<file path="src/rtl/calc_alu_pkg.sv">
// Shared widths, result/indicator codes, state and op encodings for the calculator ALU.
package calc_alu_pkg;

  localparam int OPND_W    = 4;
  localparam int IND_ALU_W = 11;
  localparam int C_ALU_W   = 3;
  localparam int ARIFS_W   = 4;
  localparam int DEC_SCALE = 100;

  localparam logic [C_ALU_W-1:0] C_POS = 3'd0;
  localparam logic [C_ALU_W-1:0] C_NEG = 3'd1;
  localparam logic [C_ALU_W-1:0] C_ERR = 3'd2;
  localparam logic [C_ALU_W-1:0] C_DOT = 3'd4;

  localparam logic [ARIFS_W-1:0] AR_IDLE = 4'b1111;
  localparam logic [ARIFS_W-1:0] AR_ADD  = 4'b1110;
  localparam logic [ARIFS_W-1:0] AR_SUB  = 4'b1101;
  localparam logic [ARIFS_W-1:0] AR_MUL  = 4'b1011;
  localparam logic [ARIFS_W-1:0] AR_DIV  = 4'b0111;

  typedef enum logic [1:0] {S_IDLE, S_WAIT_B, S_CALC, S_DONE} state_e;
  typedef enum logic [1:0] {OP_ADD, OP_SUB, OP_MUL, OP_DIV} op_e;

  function automatic logic op_valid(input logic [3:0] b);
    return (b != 4'd0) && ((b & (b - 4'd1)) == 4'd0);
  endfunction

  function automatic op_e op_decode(input logic [3:0] b);
    if (b[3])      return OP_DIV;
    else if (b[2]) return OP_MUL;
    else if (b[1]) return OP_SUB;
    else           return OP_ADD;
  endfunction

  function automatic logic [ARIFS_W-1:0] op_arifs(input op_e op);
    case (op)
      OP_ADD:  return AR_ADD;
      OP_SUB:  return AR_SUB;
      OP_MUL:  return AR_MUL;
      default: return AR_DIV;
    endcase
  endfunction

endpackage

</file>
<file path="src/rtl/calc_divider.sv">
// Restoring divider, one quotient bit per cycle; quotient shifts into the dividend register.
module calc_divider
  import calc_alu_pkg::*;
#(
  parameter int OPND    = OPND_W,
  parameter int IND_ALU = IND_ALU_W
) (
  input  logic               clk,
  input  logic               rst,
  input  logic               start_i,
  input  logic               abort_i,
  input  logic [IND_ALU-1:0] dividend_i,
  input  logic [OPND-1:0]    divisor_i,
  output logic               done_o,
  output logic [IND_ALU-1:0] quot_o
);

  localparam int CW = $clog2(IND_ALU);

  logic [IND_ALU-1:0] dq_q, dq_d;
  logic [OPND-1:0]    rem_q, rem_d, dvs_q;
  logic [CW-1:0]      cnt_q;
  logic               run_q;
  logic [OPND:0]      r_sh, diff;
  logic               ge;

  always_comb begin
    r_sh  = {rem_q, dq_q[IND_ALU-1]};
    diff  = r_sh - {1'b0, dvs_q};
    ge    = r_sh >= {1'b0, dvs_q};
    // remainder stays below the divisor, so the top bit is always clear here
    rem_d = ge ? diff[OPND-1:0] : r_sh[OPND-1:0];
    dq_d  = {dq_q[IND_ALU-2:0], ge};
  end

  // done is raised during the last step so the caller commits on that same edge
  assign done_o = run_q && (cnt_q == CW'(IND_ALU-1));
  assign quot_o = dq_d;

  always_ff @(posedge clk or posedge rst) begin
    if (rst) begin
      dq_q  <= '0;
      rem_q <= '0;
      dvs_q <= '0;
      cnt_q <= '0;
      run_q <= 1'b0;
    end else if (abort_i) begin
      run_q <= 1'b0;
    end else if (start_i) begin
      dq_q  <= dividend_i;
      rem_q <= '0;
      dvs_q <= divisor_i;
      cnt_q <= '0;
      run_q <= 1'b1;
    end else if (run_q) begin
      dq_q  <= dq_d;
      rem_q <= rem_d;
      cnt_q <= cnt_q + 1'b1;
      if (done_o) run_q <= 1'b0;
    end
  end

endmodule

</file>
<file path="src/rtl/calc_alu.sv">
// Two-operand calculator ALU: add/sub in one cycle, shift-add multiply, scaled restoring divide.
module calc_alu
  import calc_alu_pkg::*;
#(
  parameter int OPND    = OPND_W,
  parameter int IND_ALU = IND_ALU_W,
  parameter int C_ALU   = C_ALU_W,
  parameter int ARIFS   = ARIFS_W
) (
  input  logic               clk,
  input  logic               rst,
  input  logic [OPND-1:0]    sw,
  input  logic [3:0]         btn_op,
  input  logic               btn_eq,
  input  logic               btn_clr,
  output logic [IND_ALU-1:0] ind_from_ALU,
  output logic [C_ALU-1:0]   c_from_ALU,
  output logic [ARIFS-1:0]   arifs,
  output logic               busy,
  output logic               done
);

  localparam int CNT_W = $clog2(OPND);

  state_e             state_q;
  op_e                op_q;
  logic [OPND-1:0]    a_q, b_q;
  logic [CNT_W-1:0]   cnt_q;
  logic [IND_ALU-1:0] acc_q, acc_d;
  logic [IND_ALU-1:0] ind_q;
  logic [C_ALU-1:0]   c_q;
  logic [ARIFS-1:0]   arifs_q;
  logic               busy_q, done_q;

  logic               op_ok, commit;
  logic [IND_ALU-1:0] res_ind;
  logic [C_ALU-1:0]   res_c;
  logic               div_start, div_done;
  logic [IND_ALU-1:0] div_q;

  assign op_ok = op_valid(btn_op);

  // divider loads on the CALC-entry edge so its last step lands on edge IND_ALU
  assign div_start = (state_q == S_WAIT_B) && btn_eq && !btn_clr &&
                     (op_q == OP_DIV) && (sw != '0);

  calc_divider #(.OPND(OPND), .IND_ALU(IND_ALU)) u_div (
    .clk       (clk),
    .rst       (rst),
    .start_i   (div_start),
    .abort_i   (btn_clr),
    .dividend_i(IND_ALU'(a_q) * IND_ALU'(DEC_SCALE)),
    .divisor_i (sw),
    .done_o    (div_done),
    .quot_o    (div_q)
  );

  always_comb begin
    acc_d   = acc_q + (b_q[cnt_q] ? (IND_ALU'(a_q) << cnt_q) : '0);
    commit  = 1'b0;
    res_ind = '0;
    res_c   = C_POS;
    case (op_q)
      OP_ADD: begin
        commit  = 1'b1;
        res_ind = IND_ALU'(a_q) + IND_ALU'(b_q);
      end
      OP_SUB: begin
        commit = 1'b1;
        if (a_q >= b_q) res_ind = IND_ALU'(a_q) - IND_ALU'(b_q);
        else begin
          res_ind = IND_ALU'(b_q) - IND_ALU'(a_q);
          res_c   = C_NEG;
        end
      end
      OP_MUL: begin
        commit  = (cnt_q == CNT_W'(OPND-1));
        res_ind = acc_d;
      end
      default: begin
        if (b_q == '0) begin
          commit = 1'b1;
          res_c  = C_ERR;
        end else begin
          commit  = div_done;
          res_ind = div_q;
          res_c   = C_DOT;
        end
      end
    endcase
  end

  always_ff @(posedge clk or posedge rst) begin
    if (rst) begin
      state_q <= S_IDLE;
      op_q    <= OP_ADD;
      a_q     <= '0;
      b_q     <= '0;
      cnt_q   <= '0;
      acc_q   <= '0;
      ind_q   <= '0;
      c_q     <= '0;
      arifs_q <= AR_IDLE;
      busy_q  <= 1'b0;
      done_q  <= 1'b0;
    end else begin
      done_q <= 1'b0;
      if (btn_clr) begin
        state_q <= S_IDLE;
        ind_q   <= '0;
        c_q     <= '0;
        arifs_q <= AR_IDLE;
        busy_q  <= 1'b0;
      end else begin
        case (state_q)
          S_IDLE, S_DONE: begin
            if (op_ok) begin
              a_q     <= sw;
              op_q    <= op_decode(btn_op);
              arifs_q <= AR_IDLE;
              state_q <= S_WAIT_B;
            end
          end
          S_WAIT_B: begin
            // execute wins over a same-cycle op press
            if (btn_eq) begin
              b_q     <= sw;
              cnt_q   <= '0;
              acc_q   <= '0;
              busy_q  <= 1'b1;
              state_q <= S_CALC;
            end else if (op_ok) begin
              op_q <= op_decode(btn_op);
            end
          end
          S_CALC: begin
            if (op_q == OP_MUL) begin
              acc_q <= acc_d;
              cnt_q <= cnt_q + 1'b1;
            end
            if (commit) begin
              ind_q   <= res_ind;
              c_q     <= res_c;
              arifs_q <= op_arifs(op_q);
              busy_q  <= 1'b0;
              done_q  <= 1'b1;
              state_q <= S_DONE;
            end
          end
          default: state_q <= S_IDLE;
        endcase
      end
    end
  end

  assign ind_from_ALU = ind_q;
  assign c_from_ALU   = c_q;
  assign arifs        = arifs_q;
  assign busy         = busy_q;
  assign done         = done_q;

endmodule
</file>
<file path="config.mk">
export PLATFORM = sky130hd
export DESIGN_NAME = calc_alu
export DESIGN_NICKNAME = d
export VERILOG_FILES = /design/src/rtl/calc_alu_pkg.sv /design/src/rtl/calc_divider.sv /design/src/rtl/calc_alu.sv
export SDC_FILE = /design/constraint.sdc
export NUM_CORES = 1
export LEC_CHECK = 0
export ABC_CLOCK_PERIOD_IN_PS = 6900
export CAP_MARGIN = 0
export CORE_ASPECT_RATIO = 1.2
export CORE_MARGIN = 2
export CORE_UTILIZATION = 52
export CTS_CLUSTER_DIAMETER = 40
export CTS_CLUSTER_SIZE = 8
export DETAILED_ROUTE_END_ITERATION = 7
export PLACE_DENSITY = 0.78
export REMOVE_ABC_BUFFERS = 1
export SKIP_LAST_GASP = 1
export SYNTH_ARGS = -nofsm -noshare
export SYNTH_HDL_FRONTEND = slang
export SYNTH_SLANG_ARGS = --single-unit
</file>
<file path="constraint.sdc">
create_clock -name clk -period 6.9 [get_ports clk]
set_clock_uncertainty 0.2 [all_clocks]
set_input_delay 0.69 -clock clk [delete_from_list [all_inputs] [get_ports clk]]
set_output_delay 0.69 -clock clk [all_outputs]
set_load 0.01 [all_outputs]
</file>
### Word level (Yosys, flattened, before mapping)

Index checks and enable logic that the tools add are counted.

| word-level totals | value |
|---|---|
| bits in registers | 69 |
| word-level logic and storage cells | 135 |
| output and inout bits | 20 |
| bits of input ports | 12 |

| cells by class | value |
|---|---|
| $mul | 1 |
| shift operators | 1 |
| multiplexer cells | 57 |
| reduce and logical (&&, ||, !) cells | 33 |
| eq/ne operators | 14 |
| bitwise operators | 2 |
| $lt $le $gt $ge | 3 |
| add/sub/neg operators | 8 |

Operators by type and width:

| kind | count |
|---|---|
| $mux 11 | 10 |
| $pmux 11 s3 | 1 |
| $mux 4 | 8 |
| $pmux 11 s2 | 1 |
| $mux 2 | 10 |
| $reduce_and 3->1 | 6 |
| $mux 1 | 14 |
| $mux 3 | 4 |
| $pmux 4 s3 | 1 |
| $add 11x11->11 | 1 |
| $shl 4x2->11 | 1 |
| $eq 2x2->1 const B | 5 |
| $reduce_bool 2->1 | 5 |
| $sub 4x4->5 | 2 |
| $mul 4x5->9 const B | 1 |
| $ne 3x3->1 const B | 3 |
| $logic_not 4->1 | 2 |
| $pmux 2 s2 | 2 |
| $pmux 4 s2 | 1 |
| $reduce_bool 4->1 | 2 |
| $logic_and 1x1->1 | 6 |
| $ne 2x2->1 const B | 3 |
| $pmux 2 s3 | 1 |
| $pmux 3 s2 | 1 |
| 20 further kinds | 28 |

### Longest topological paths before layout

Gate-level depths: netlist (run 1).

| logic depth | value |
|---|---|
| depth after elaboration | 8 |
| gate-level depth with buffers | 13 |
| depth with buffers taken out | 11 |

### Cells and area by module

Synthesis (run 1) repeated with hierarchy kept, for this count alone.

| second synthesis, totals | value |
|---|---|
| cell total of the unflattened synthesis | 508 |
| area, all modules | 4848.4 sq um |

By module, submodules not included:

| module | cells an instance | area each (sq um) | times used |
|---|---|---|---|
| calc_alu | 362 | 3437.0 | 1 |
| calc_divider | 146 | 1411.4 | 1 |

### Least setup slack after synthesis (run 1)

No wires, ideal clock.

| timing path | value |
|---|---|
| path kind | flip-flop to flip-flop |
| from | register cnt_q[1] |
| to | register ind_q[7], in the netlist ind_from_ALU[7] |
| stages on the path, launching flop included | 12 |
| arrival | 2.493 ns |
| setup time | 0.132 ns |
| slack | 4.075 ns |
| period minus slack after synthesis | 2.825 ns |
| buffers on the path | 2 |
| cell sequence | dfrtp_1 -> clkbuf_1 -> mux4_2 -> nor2b_1 -> ha_1 -> clkbuf_1 -> a21oi_1 -> o21ai_0 -> nor2_1 -> xnor2_1 -> a221oi_1 -> o21ai_0 |

| on the way | value |
|---|---|
| longest elaborated chain between the ends | 8 |
| elaborated cells on any way between the ends | 13 |
| those cells by class | add/sub: 1; eq/ne: 1; shift: 1; mux: 8; reduce/logical: 2 |

RTL lines:

| what | RTL line | text |
|---|---|---|
| start: declaration | calc_alu.sv:28 | `logic [CNT_W-1:0] cnt_q;` |
| start signal: assignment | calc_alu.sv:139 | `cnt_q <= cnt_q + 1'b1;` |
| $bmux 1 s2 | calc_alu.sv:59 | `acc_d = acc_q + (b_q[cnt_q] ? (IND_ALU'(a_q) << cnt_q) : '0);` |
| $mux 1 (not written as such) | calc_alu.sv:59 |  |
| $mux 11 | calc_alu.sv:59 |  |
| $add 11x11->11 | calc_alu.sv:59 |  |
| $pmux 11 s3 | calc_alu.sv:63 | `case (op_q)` |
| $mux 11 | calc_alu.sv:141 | `if (commit) begin` |
| $mux 11 | calc_alu.sv:115 | `case (state_q)` |
| $mux 11 | calc_alu.sv:108 | `if (btn_clr) begin` |
| end signal: assignment | calc_alu.sv:142 | `ind_q <= res_ind;` |
| end: declaration | calc_alu.sv:30 | `logic [IND_ALU-1:0] ind_q;` |

Parallel ways exist; a longest one is shown, timed or not. The select of a mux whose other input is x is not followed.
A chain may end at the register's enable or synchronous reset.

### Final worst setup path (run 1)

| timing path | value |
|---|---|
| from | register cnt_q[0] |
| to | register ind_q[7], in the netlist ind_from_ALU[7] |

The elaborated chain is that of the path after synthesis.

==> reports/qor.txt, run 1 <==
compound-gate portion of the synthesized area: 20.0%
dpl hpwl: 8010 um
CP endpoint kind: flip-flop
commonest cells after routing, fill and taps aside: dfrtp_1 (65), nand2_1 (48), ha_1 (37)
Post-CTS Hold Buffers: 0
maximum number of pins on one net before global-route repair: 70
Async SR Flop Fraction: 100%
total track usage: 24.6%
final setup TNS: 0 ns
Worst Slack Setup Final: 3.59 ns
io pins: 32
clk sink count: 69
clock-pin transition on the worst setup and hold timing paths: 0.08 ns
EDFF count, synth: 0
CTS Buf Count: 9
WL/cell: 17.6 um
WL final: 10800 um
Reg2Reg Capture Point: ind_from_ALU[7]
Seq. cell area: 0.00173 mm2
Synth Register Bits: 69
WHS Path Cells: 2
CTS HTree Levels: 3
Synth Instances: 469
Place WS: 3.25 ns
Die Wd: 89.0 um
Initial Util: 52.9%
CTS max path bufs: 2
power per cell area: 428 mW/mm2
status: finished clean
first-pass GRT wire length: 17900 um
CTS tree: yes
layout cells sized above 1: 8.27%
Startpoint Class: flip-flop
sequential area share after synthesis: 38.4%
final period utilization: 48.0%
core region area: 0.00852 mm2
CP Data Arrival Time: 3.34 ns
cell taking the most area after synthesis: dfrtp_1
Synth Area in XOR/XNOR: 3.69%
Worst Tran Pin Value: 1.10 ns
Fin. Hold Viols: 0
post-route cell area: 0.00505 mm2
Mean Syn Cell Area: 9.60 um2
RSZ-0062 raised after global routing: no
die area: 0.00943 mm2
Post-route DRC: 0
Total Power: 2.16 mW
top_reg_cell synth: dfrtp_1
DRT Pass-1 Iters: 6
Setup Buffers After CTS: 0
GRT overflow: 0
Area Overhead vs Synth: 12.2%
Adder-Cell Fraction of Synth Area: 12.9%
Yosys top cell area share: 36.1%
Diodes inserted: 0
Clk Tree Root Cell: clkbuf_8
area of the multi-input gates: 0.00254 mm2
Worst Path Max Fanout: 16
# resized after CTS: 0
Rel. slew slack: 26.4%
Final GP Congestion: 0.938
leakage: 2.34 nW
antenna violations before repair: 0
fillcell total: 756
Hold Path Class: reg -> reg
post-route ant nets: 0
DR vias/cell: 5.88
Synth Warn #: 0
Final #Nets: 546
worst endpoint required time: 6.93 ns
placed cell areas: 0.00487 mm2
fin. max-slew vios: 0
fmax: 0.302 GHz
Mapped Area: 0.00450 mm2
kind of critical path: reg -> reg
Max-Cap Viols: 0
hold_sp: acc_q[5]
post-layout minimum cycle time: 3.31 ns
PortBufs: 31
commonest non-fill, non-tap cell in the layout: dfrtp_1
vias in the first global route: 3690
vias: 3602
fraction of the mapped netlist area in simple logic gates: 13.8%
FP Rows: 37
mux cell area share after synthesis: 5.92%
Final setup viols: 0
Die Span Y: 106 um
main combinational cell family by area after synthesis: compound AO/OA/AOI/OAI gates
Netlist cell types: 61
r2r setup slk: 3.59 ns
sink of the worst hold path: acc_q[5]
synth top area cells: dfrtp_1 (36%), ha_1 (10%), nand2_1 (4.0%), o21ai_0 (3.9%), inv_1 (3.0%)
FF-to-FF Start: cnt_q[0]
Clk Latency, worst-skew pair: 0.35 ns
worst vdd ir: 0.195 mV
FF-to-FF path depth: 9
DRT iter0 DRCs: 197
## synthesized netlist by cell type, types with 8 or more instances
cell type  instances
nor2b_1           11
clkbuf_1          11
mux2i_1           12
inv_1             36
o211ai_1           8
nand2_1           48
a21oi_1           26
mux2_2            11
xor2_1            11
a21o_1            11
ha_1              37
nor2_1            22
xnor2_1            8
dfrtp_1           65
o21ai_0           35
## sequential cells by signal (all words and copies together), names as in the netlist, 4 cells and up
register and flops:
u_div.cnt_q 4, a_q 4, u_div.dq_q 11, u_div.dvs_q 4, b_q 4, arifs 4
ind_from_ALU 11, acc_q 11, u_div.rem_q 4
## kinds of logic (layout without fill, tap and decap cells)
group | Yosys count | in the layout
AOI/OAI and AO/OA | 135 | 135
and+or+nand+nor | 122 | 122
DFF | 69 | 69
buffers and inverters | 57 | 84
adders and majority gates | 43 | 43
muxes | 24 | 24
xor gates and xnor gates | 19 | 19
## worst max-delay path: stages, from the launching register on
cell and delay, ns:
dfrtp_1 0.64, mux4_2 0.58, nor2b_1 0.15, ha_1 0.39
a21oi_1 0.12, o21ai_0 0.43, nor2_1 0.14, xnor2_1 0.18
a221oi_1 0.25, o21ai_0 0.12
## per-layer routing
| layer | global-route usage [%] | vias up | part of all wire (%) |
|---|---|---|---|
| li1 | - | 1720 | - |
| met1 | 31.6 | 1755 | 41 |
| met2 | 40.9 | 107 | 51 |
| met3 | 3.88 | 20 | 4.4 |
| met4 | 10.1 | 0 | 3.0 |
| met5 | 0 | - | 0 |
## metrics by stage
step / util, % / cells / hold WS (ns)
floorplan: - / 448 / 0.256
global placement: 57.2 / 597 / 0.269
detailed placement: 57.2 / 597 / 0.284
CTS: 59.3 / 613 / 0.301
global route: 59.3 / 613 / 0.321
finish: 59.3 / 613 / 0.296
## report_power, final
group | switching, mW | internal, mW
Sequential | 0.194 | 0.525
Combinational | 0.633 | 0.496
Clock | 0.164 | 0.150
Total | 0.991 | 1.17
## layout make-up
type                            count  share of cell area, %
Multi-Input combinational cell    343                   50.2
Sequential cell                    69                   34.3
Timing Repair Buffer               32                   6.29
Clock buffer                       11                   3.00
Tap cell                          117                   2.90
Inverter                           36                   2.67
Clock inverter                      5                  0.668
## worst max path at each step
stage	start	slack, ns	end
2_1_floorplan	cnt_q[0]	4.04	acc_q[10]
3_3_place_gp	btn_clr	3.33	u_div.dq_q[9]
3_5_place_dp	btn_clr	3.25	u_div.dq_q[10]
4_1_cts	btn_clr	3.61	u_div.dq_q[10]
5_1_grt	btn_clr	3.36	u_div.dq_q[10]
6_report	cnt_q[0]	3.59	ind_from_ALU[7]
(Power assumes the default switching activity.)
==> run 2, diff against run 1 <==
--- a/config.mk
+++ b/config.mk
@@ -5,7 +5,7 @@
 export SDC_FILE = /design/constraint.sdc
 export NUM_CORES = 1
 export LEC_CHECK = 0
-export ABC_CLOCK_PERIOD_IN_PS = 6900
+export ABC_CLOCK_PERIOD_IN_PS = 3110
 export CAP_MARGIN = 0
 export CORE_ASPECT_RATIO = 1.2
 export CORE_MARGIN = 2
==> constraint.sdc (replaced) <==
create_clock -name clk -period 3.11 [get_ports clk]
set_clock_uncertainty 0.2 [all_clocks]
set_input_delay 0.311 -clock clk [delete_from_list [all_inputs] [get_ports clk]]
set_output_delay 0.311 -clock clk [all_outputs]
set_load 0.01 [all_outputs]
==> run 2 against run 1 <==
  * First-iteration DRC count up 9.6%
  * Highest routed layer unchanged
  * Via count rose by 3.0%
  * Critical endpoint unchanged
  * Cell count grew 2.9%
  * Sequential share of layout area down 1.2 points
  * Largest power group unchanged
==> reports/qor.txt, run 2 (synthesized netlist as in run 1, its figures left out) <==
status: finished clean
CTS max path bufs: 2
Top Layer Used: met4
Place WS: 0.215 ns
Final setup viols: 0
kind of critical path: reg -> reg
post-route cell area: 0.00524 mm2
worst endpoint required time: 3.15 ns
DRT iter0 DRCs: 216
Worst Path Max Fanout: 7
commonest non-fill, non-tap cell in the layout: dfrtp_1
Max-Cap Viols: 0
met3 wire len: 533 um
Fin. Hold Viols: 0
cell repeated most along the worst path: o21ai_0
Rel. slew slack: 46.2%
clk sink count: 69
FP Rows: 37
Die Wd: 89.0 um
commonest cells after routing, fill and taps aside: dfrtp_1 (65), nand2_1 (48), ha_1 (37)
Post-route DRC: 0
fmax: 0.342 GHz
Die Span Y: 106 um
WL final: 11100 um
FF-to-FF path depth: 9
DRT Pass-1 Iters: 5
area of the multi-input gates: 0.00254 mm2
vias: 3711
fin. max-slew vios: 0
Final Util: 61.5%
Hold Path Class: in -> async
Post-CTS Hold Buffers: 0
power per cell area: 966 mW/mm2
antenna violations before repair: 0
Worst Slack Setup Final: 0.186 ns
Slowest cell on crit path: mux4_2
Final GP Congestion: 0.936
WL met1: 4670 um
Worst Tran Pin Value: 0.803 ns
dpl hpwl: 8400 um
core region area: 0.00852 mm2
io pins: 32
met2 wire len: 5490 um
maximum number of pins on one net before global-route repair: 42
post-layout minimum cycle time: 2.92 ns
CP endpoint kind: flip-flop
worst-path cell chain: mux4_2, nor2b_1, ha_1, a21oi_1, o21ai_0, nor2_1, xnor2_1, a221oi_1, o21ai_0
die area: 0.00943 mm2
Clk Latency, worst-skew pair: 0.36 ns
vias in the first global route: 3730
placed cell areas: 0.00502 mm2
post-route ant nets: 0
Diodes inserted: 0
Final #Nets: 564
worst vdd ir: 0.638 mV
CTS tree: yes
Setup Buffers After CTS: 0
RSZ-0062 raised after global routing: no
WL/cell: 17.6 um
Total Power: 5.06 mW
layout cells sized above 1: 11.3%
Startpoint Class: flip-flop
final period utilization: 94.0%
DR vias/cell: 5.88
CTS HTree Levels: 3
total track usage: 25.6%
clock-pin transition on the worst setup and hold timing paths: 0.08 ns
leakage: 2.45 nW
first-pass GRT wire length: 18400 um
final setup TNS: 0 ns
fillcell total: 735
CP Data Arrival Time: 2.97 ns
Area Overhead vs Synth: 16.4%
# resized after CTS: 0
GRT overflow: 0
CP max stage delay: 0.52 ns
CTS Buf Count: 9
Initial Util: 52.9%
Clk Tree Root Cell: clkbuf_8
PortBufs: 31
Seq. cell area: 0.00173 mm2
[run 2: final timing paths]
check / startpoint / to / slack [ns]
max: b_q[0] / ind_from_ALU[7] / 0.19
min: rst / state_q[0] / 0.15
max reg2reg: b_q[0] / ind_from_ALU[7] / 0.19
min reg2reg: acc_q[0] / acc_q[0] / 0.30
max in group asynchronous: rst / u_div.dvs_q[3] / 1.93
min in group clk: acc_q[0] / acc_q[0] / 0.30
[run 2: power by group]
group	switching [mW]	internal [mW]
Combinational	1.53	1.20
Clock	0.378	0.477
Sequential	0.314	1.17
Total	2.22	2.84
[run 2: worst max-delay path: cells and delay by family, from the launching register on]
kind | cells | cell delay (ns)
and+or+nand+nor | 2 | 0.29
muxes | 1 | 0.52
xor gates and xnor gates | 1 | 0.15
adders and majority gates | 1 | 0.39
AOI/OAI and AO/OA | 4 | 0.80
DFF | 1 | 0.47
[run 2: stage by stage]
stage	hold WS (ns)	instances
after floorplan	0.174	448
after global placement	0.272	615
after detailed placement	0.283	615
after CTS	0.169	631
after global routing	0.202	631
final	0.150	631
[run 2: per-layer routing]
layer | global-route usage [%] | vias to the layer above
li1 | - | 1753
met1 | 33.1 | 1817
met2 | 41.8 | 112
met3 | 3.18 | 29
met4 | 12.9 | 0
met5 | 0 | -
[run 2: layout make-up]
cell class              instances  area share, %
clock inverters                 5           1.58
multi-input cells             343           48.4
inverters                      36           2.58
well taps                     117           2.79
repair buffers                 50           8.88
flip-flops and latches         69           33.0
clock buffers                  11           2.70
==> run 3, diff against run 2 <==
--- a/config.mk
+++ b/config.mk
@@ -9,13 +9,14 @@
 export CAP_MARGIN = 0
 export CORE_ASPECT_RATIO = 1.2
 export CORE_MARGIN = 2
-export CORE_UTILIZATION = 52
+export CORE_UTILIZATION = 35
 export CTS_CLUSTER_DIAMETER = 40
 export CTS_CLUSTER_SIZE = 8
 export DETAILED_ROUTE_END_ITERATION = 7
-export PLACE_DENSITY = 0.78
+export PLACE_DENSITY = 0.58
 export REMOVE_ABC_BUFFERS = 1
 export SKIP_LAST_GASP = 1
 export SYNTH_ARGS = -nofsm -noshare
 export SYNTH_HDL_FRONTEND = slang
 export SYNTH_SLANG_ARGS = --single-unit
+export TNS_END_PERCENT = 20
==> run 3 against run 2 <==
  * Hold slack gained 0.026 ns
  * Die area is 46% higher
  * Total power grew 8.4%
  * Utilization shrank 18 points
  * Cell count rose by 7.6%
  * Via count fell by 1.8%
  * Setup slack worse by 0.043 ns
  * Sequential power about the same
  * Fmax shrank 1.4%
  * Combinational power rose by 2%
  * Critical path type unchanged
  * Largest cell class unchanged
  * Largest power group unchanged
==> reports/qor.txt, run 3 (synthesized netlist as in run 1, its figures left out) <==
status: finished clean
DRT Pass-1 Iters: 6
Diodes inserted: 0
Hold Path Class: in -> async
WL/cell: 17.3 um
maximum number of pins on one net before global-route repair: 45
commonest non-fill, non-tap cell in the layout: dfrtp_1
Die Wd: 108 um
Final setup viols: 0
CP Data Arrival Time: 2.97 ns
post-layout minimum cycle time: 2.97 ns
leakage: 2.52 nW
Final #Nets: 565
final period utilization: 95.4%
final setup TNS: 0 ns
Die Span Y: 128 um
Post-CTS Hold Buffers: 0
Place WS: 0.191 ns
PortBufs: 31
CTS tree: yes
DR vias/cell: 5.37
Max-Cap Viols: 0
kind of critical path: reg -> reg
CTS max path bufs: 2
vias: 3645
GRT overflow: 0
clk sink count: 69
Initial Util: 35.7%
commonest cells after routing, fill and taps aside: dfrtp_1 (64), nand2_1 (48), ha_1 (37)
Clk Tree Root Cell: clkbuf_16
Total Power: 5.49 mW
FP Rows: 45
Final Util: 43.2%
WL final: 11800 um
Clk Latency, worst-skew pair: 0.33 ns
first-pass GRT wire length: 19500 um
Setup Buffers After CTS: 0
power per cell area: 1010 mW/mm2
r2r setup slk: 0.14 ns
fmax: 0.337 GHz
worst endpoint required time: 3.11 ns
Worst Path Max Fanout: 7
Startpoint Class: flip-flop
Worst Tran Pin Value: 1.11 ns
DRT iter0 DRCs: 231
Hold Slack: 0.176 ns
RSZ-0062 raised after global routing: no
Rel. slew slack: 25.4%
layout cells sized above 1: 11.8%
Fin. Hold Viols: 0
total track usage: 18.1%
antenna violations before repair: 0
Area Overhead vs Synth: 20.9%
fin. max-slew vios: 0
clock-pin transition on the worst setup and hold timing paths: 0.06 ns
vias in the first global route: 3821
post-route ant nets: 0
dpl hpwl: 8930 um
core region area: 0.0126 mm2
Worst Slack Setup Final: 0.143 ns
CTS Buf Count: 9
CP endpoint kind: flip-flop
CTS HTree Levels: 3
# resized after CTS: 0
Final GP Congestion: 0.885
io pins: 32
worst vdd ir: 0.317 mV
Post-route DRC: 0
die area: 0.0138 mm2
run 3: worst max-delay path, stage by stage (launching register included):
cell and delay, ns:
dfrtp_1 0.47, mux4_2 0.51, nor2b_1 0.16, ha_1 0.36, a21o_1 0.22, a311oi_1 0.30
o21bai_1 0.16, nand4_1 0.17, mux2i_1 0.20, o21ai_0 0.09
run 3: path summary, 6_finish.rpt:
check / startpoint / endpoint / cells after the start
min in group clk: c_from_ALU[2] / c_from_ALU[2] / 1
worst max register to register: b_q[0] / acc_q[10] / 9
worst min-delay path: rst / u_div.run_q / 2
worst min register to register: c_from_ALU[2] / c_from_ALU[2] / 1
max in group asynchronous: rst / arifs[1] / 3
worst max-delay path: b_q[0] / acc_q[10] / 9
run 3: area by class of cell:
cell class | count | area [um2]
Fill cell | 1204 | 7160
Tap cell | 164 | 205
Inverter | 36 | 135
Clock buffer | 9 | 225
Timing Repair Buffer | 51 | 473
Multi-Input combinational cell | 343 | 2540
Sequential cell | 69 | 1730
Clock inverter | 7 | 138
run 3: routing by layer:
metal / wire length, um / global-route usage (%)
met1: 5060 / 22.7
met5: 0 / 0
met4: 359 / 7.84
met3: 463 / 2.80
met2: 5880 / 30.7
run 3: stage by stage:
stage / std cells / area (um2)
final: 679 / 5450
after global routing: 679 / 5450
after CTS: 679 / 5450
after detailed placement: 663 / 5080
after global placement: 663 / 5080
after floorplan: 448 / 4410
run 3: power by group:
group	leakage, nW	internal, mW	switching [mW]	total (mW)
sequential	0.898	1.17	0.292	1.46
clock	0.175	0.861	0.391	1.25
combinational	1.45	1.20	1.57	2.78
==> RTL change 1 (flow settings as in run 2) <==
Change the package constant `IND_ALU_W` from 11 to 13.
--- a/src/rtl/calc_alu_pkg.sv
+++ b/src/rtl/calc_alu_pkg.sv
@@ -2,7 +2,7 @@
 package calc_alu_pkg;
 
   localparam int OPND_W    = 4;
-  localparam int IND_ALU_W = 11;
+  localparam int IND_ALU_W = 13;
   localparam int C_ALU_W   = 3;
   localparam int ARIFS_W   = 4;
   localparam int DEC_SCALE = 100;
Interface: changed (resized ind_from_ALU); port bits go from 32 to 34. The function was not compared with the original's and may differ.
==> RTL change 1 against run 2 <==
Synthesized area up 8.8%; critical endpoint is now ind_from_ALU[11]; via count increased by 17%; clock power down 17%; design area grew 9.6%; power is 7.2% higher; highest routed layer unchanged; wire length rose by 19%; sequential cell count grew 6; combinational power grew 14%; largest cell class unchanged; sequential share of layout area shrank 0.25 points; worst setup slack worse by 120 ps.
==> RTL change 1: results (changes against run 2) <==
| Metric | Value |
|---|---|
| Fillcell total | `803 (+9.3%)` |
| First-pass GRT wire length | `21.1 mm (+14%)` |
| Xor/xnor share of the synthesized area | `0.0375 (+0.000575)` |
| Outcome | `completed` |
| DRT met1 WL | `5.29 mm (+13%)` |
| Crit path from | `cnt_q[0]` |
| Commonest cells post-synth | `79 x nand2_1, 71 x dfrtp_1, 38 x nor2_1` |
| Largest net degree at the start of global routing | `32 (-24%)` |
| Register area | `1880 sq um (+8.7%)` |
| Rows | `38 (+2.7%)` |
| Critical path destination | `ind_from_ALU[11]` |
| Fin Hold WS | `145 ps (-4.56 ps)` |
| Worst EP arrival | `3070 ps (+100 ps)` |
| Clock-cell share of area | `0.0314 (-0.0114)` |
| Footprint of the multi-input gates | `2840 sq um (+12%)` |
| Leakage Power | `2.57 nW (+4.7%)` |
| Synth Area in Adders | `0.119 (-0.0105)` |
| Relative slew slack | `0.495 (+0.0329)` |
| Mapped Cells | `538 (+15%)` |
| Cells on worst reg2reg path | `10 (+1)` |
| Routability cong. | `1.03 (+10%)` |
| Met2 wire len | `6.88 mm (+25%)` |
| Synth cell types | `66 (+8.2%)` |
| Post-synthesis compound-gate area fraction | `0.209 (+0.00852)` |
| CP max FO | `8 (+1)` |
| Iter 0 DRT Violations | `357 (+65%)` |
| Multi-input gates | `408 (+19%)` |
RTL change 1: cell count changes in the layout (fill, tap and decap cells not counted), moves of 6 or more:
cell / change
a222oi_1: -7
a31oi_1: +9
buf_4: +12
mux2_2: -6
mux2i_1: -6
nand2_1: +31
nor2_1: +15
xnor2_1: +7
RTL change 1: timing repair:
action	CTS	global route
pin swaps	0	4
gates resized for setup	1	9
hold buffers	0	0
endpoints found under the setup margin	2	12
setup buffers	0	2
RTL change 1: report_power, final:
part           switching, mW  leakage, nW  internal (mW)
sequential             0.322        0.978           1.27
combinational           1.78         1.50           1.35
clock                  0.379       0.0884          0.331
total                   2.48         2.57           2.95
RTL change 1: metal layers:
metal	vias to the layer above	global-route usage
li1	2004	-
met1	2169	0.329
met2	143	0.483
met3	27	0.0387
met4	0	0.101
met5	-	0
RTL change 1: worst register-to-register path, delay by kind of cell, from the launching register on:
kind            cells  cell delay [ps]
flops               1              450
simple gates        3              460
compound gates      3              570
buf+inv             1              200
fa+ha+maj           1              350
mux                 1              560
xor+xnor            1              130
==> RTL change 2 (flow settings as in run 2) <==
Made on the original files. Put one more register stage on the output `ind_from_ALU`, cleared by the reset. The value now appears one clock later. The other outputs are not delayed to match.
--- a/src/rtl/calc_alu.sv
+++ b/src/rtl/calc_alu.sv
@@ -153,7 +153,13 @@
     end
   end
 
-  assign ind_from_ALU = ind_q;
+  always_ff @(posedge clk or posedge rst) begin
+    if (rst) begin
+      ind_from_ALU <= '0;
+    end else begin
+      ind_from_ALU <= ind_q;
+    end
+  end
   assign c_from_ALU   = c_q;
   assign arifs        = arifs_q;
   assign busy         = busy_q;
Function: changed (a bounded check fails within 4 cycles, from zero or initial values and one cycle with rst high).
==> RTL change 2 against run 2 <==
Die area is 8.5% higher; synthesized area up 8.9%; sequential power increased by 9%; design area grew 8.7%; worst setup slack got worse by 12 ps; power up 3.6%; sequential cell count increased by 11; wire length rose by 6.3%; largest power group unchanged; highest routed layer unchanged.
==> RTL change 2: results (changes against run 2) <==
| Metric | Value |
|---|---|
| Footprint of the multi-input gates | `2710 sq um (+6.6%)` |
| Met2 wire len | `6.00 mm (+9.3%)` |
| Post-synthesis mux area share | `0.0694 (+0.0102)` |
| Commonest cells post-synth | `76 x dfrtp_1, 49 x nand2_1, 37 x ha_1` |
| Largest net degree at the start of global routing | `44 (+4.8%)` |
| DR WL met3 | `410 microns (-23%)` |
| # placed instances | `648 (+5.4%)` |
| Seq area share | `0.352 (+0.0218)` |
| Avg Inst Size Synth | `9.95 sq um (+3.6%)` |
| Inverter count | `31 (-14%)` |
| Seq/Total Area, Yosys | `0.409 (+0.0247)` |
| Post-synthesis compound-gate area fraction | `0.182 (-0.0181)` |
| Clock-cell share of area | `0.0404 (-0.00233)` |
| Fin Hold WS | `9.87 ps (-140 ps)` |
| Fraction of layout cells with a size suffix above 1 | `0.116 (+0.00297)` |
| Routability cong. | `0.946 (+1.0%)` |
| Cell Area, Synth | `4900 sq um (+8.9%)` |
| Nets@finish | `594 (+5.3%)` |
| Met2 Resource Use GR | `0.451 (+0.0331)` |
| Outcome | `completed` |
| Xor/xnor share of the synthesized area | `0.0250 (-0.0119)` |
| First-pass GRT wire length | `19.7 mm (+7.1%)` |
| Synth Area in Adders | `0.119 (-0.0106)` |
| Buffer share of cell area | `0.0856 (-0.00316)` |
| Worst vdd ir | `0.529 mV (-17%)` |
| Avg WL per Cell | `17.8 microns (+1.0%)` |
| Leakage Power | `2.61 nW (+6.2%)` |
| Cells on worst reg2reg path | `8 (-1)` |
| Non-clk bufs | `53 (+6.0%)` |
| DRT met1 WL | `5.06 mm (+8.4%)` |
| Post-place setup slack | `217 ps (+2.54 ps)` |
| Worst path max stage delay | `570 ps (+50 ps)` |
| Clock Buffer Count | `10 (-1)` |
| Synth top area cells | `dfrtp_1 39%, ha_1 9.4%, nand2_1 3.8%` |
| Critical path destination | `acc_q[7]` |
| RR Startpoint | `cnt_q[0]` |
| Fillcell total | `758 (+3.1%)` |
| Iter 0 DRT Violations | `220 (+1.9%)` |
==> RTL change 2: cell count changes after synthesis, moves of 4 or more <==
cell,delta
or3_1,-4
dfrtp_1,+11
a211oi_1,+8
a21oi_1,-5
a21o_1,-6
a222oi_1,-6
clkbuf_1,-5
nand3_1,+8
mux2i_1,+6
a22o_1,+4
nor2_1,+7
o21ai_0,-4
xnor2_1,-4
inv_1,-5
==> RTL change 2: kinds of logic after synthesis <==
family / Yosys count
AO/OA/AOI/OAI: 131
XOR/XNOR: 14
adder cells (fa/ha/maj): 43
buffers and inverters: 49
flip-flops: 80
multiplexers: 31
AND/OR/NAND/NOR: 145
==> RTL change 2: worst max-delay path: cells and delay by family (launching register included) <==
kind | cells | cell delay, ps
flops | 1 | 480
simple gates | 2 | 400
mux | 1 | 570
fa+ha+maj | 1 | 350
compound gates | 4 | 810
==> RTL change 2: report_power, final <==
group / switching (mW) / internal, mW
sequential: 0.290 / 1.33
clock: 0.391 / 0.476
combinational: 1.57 / 1.19
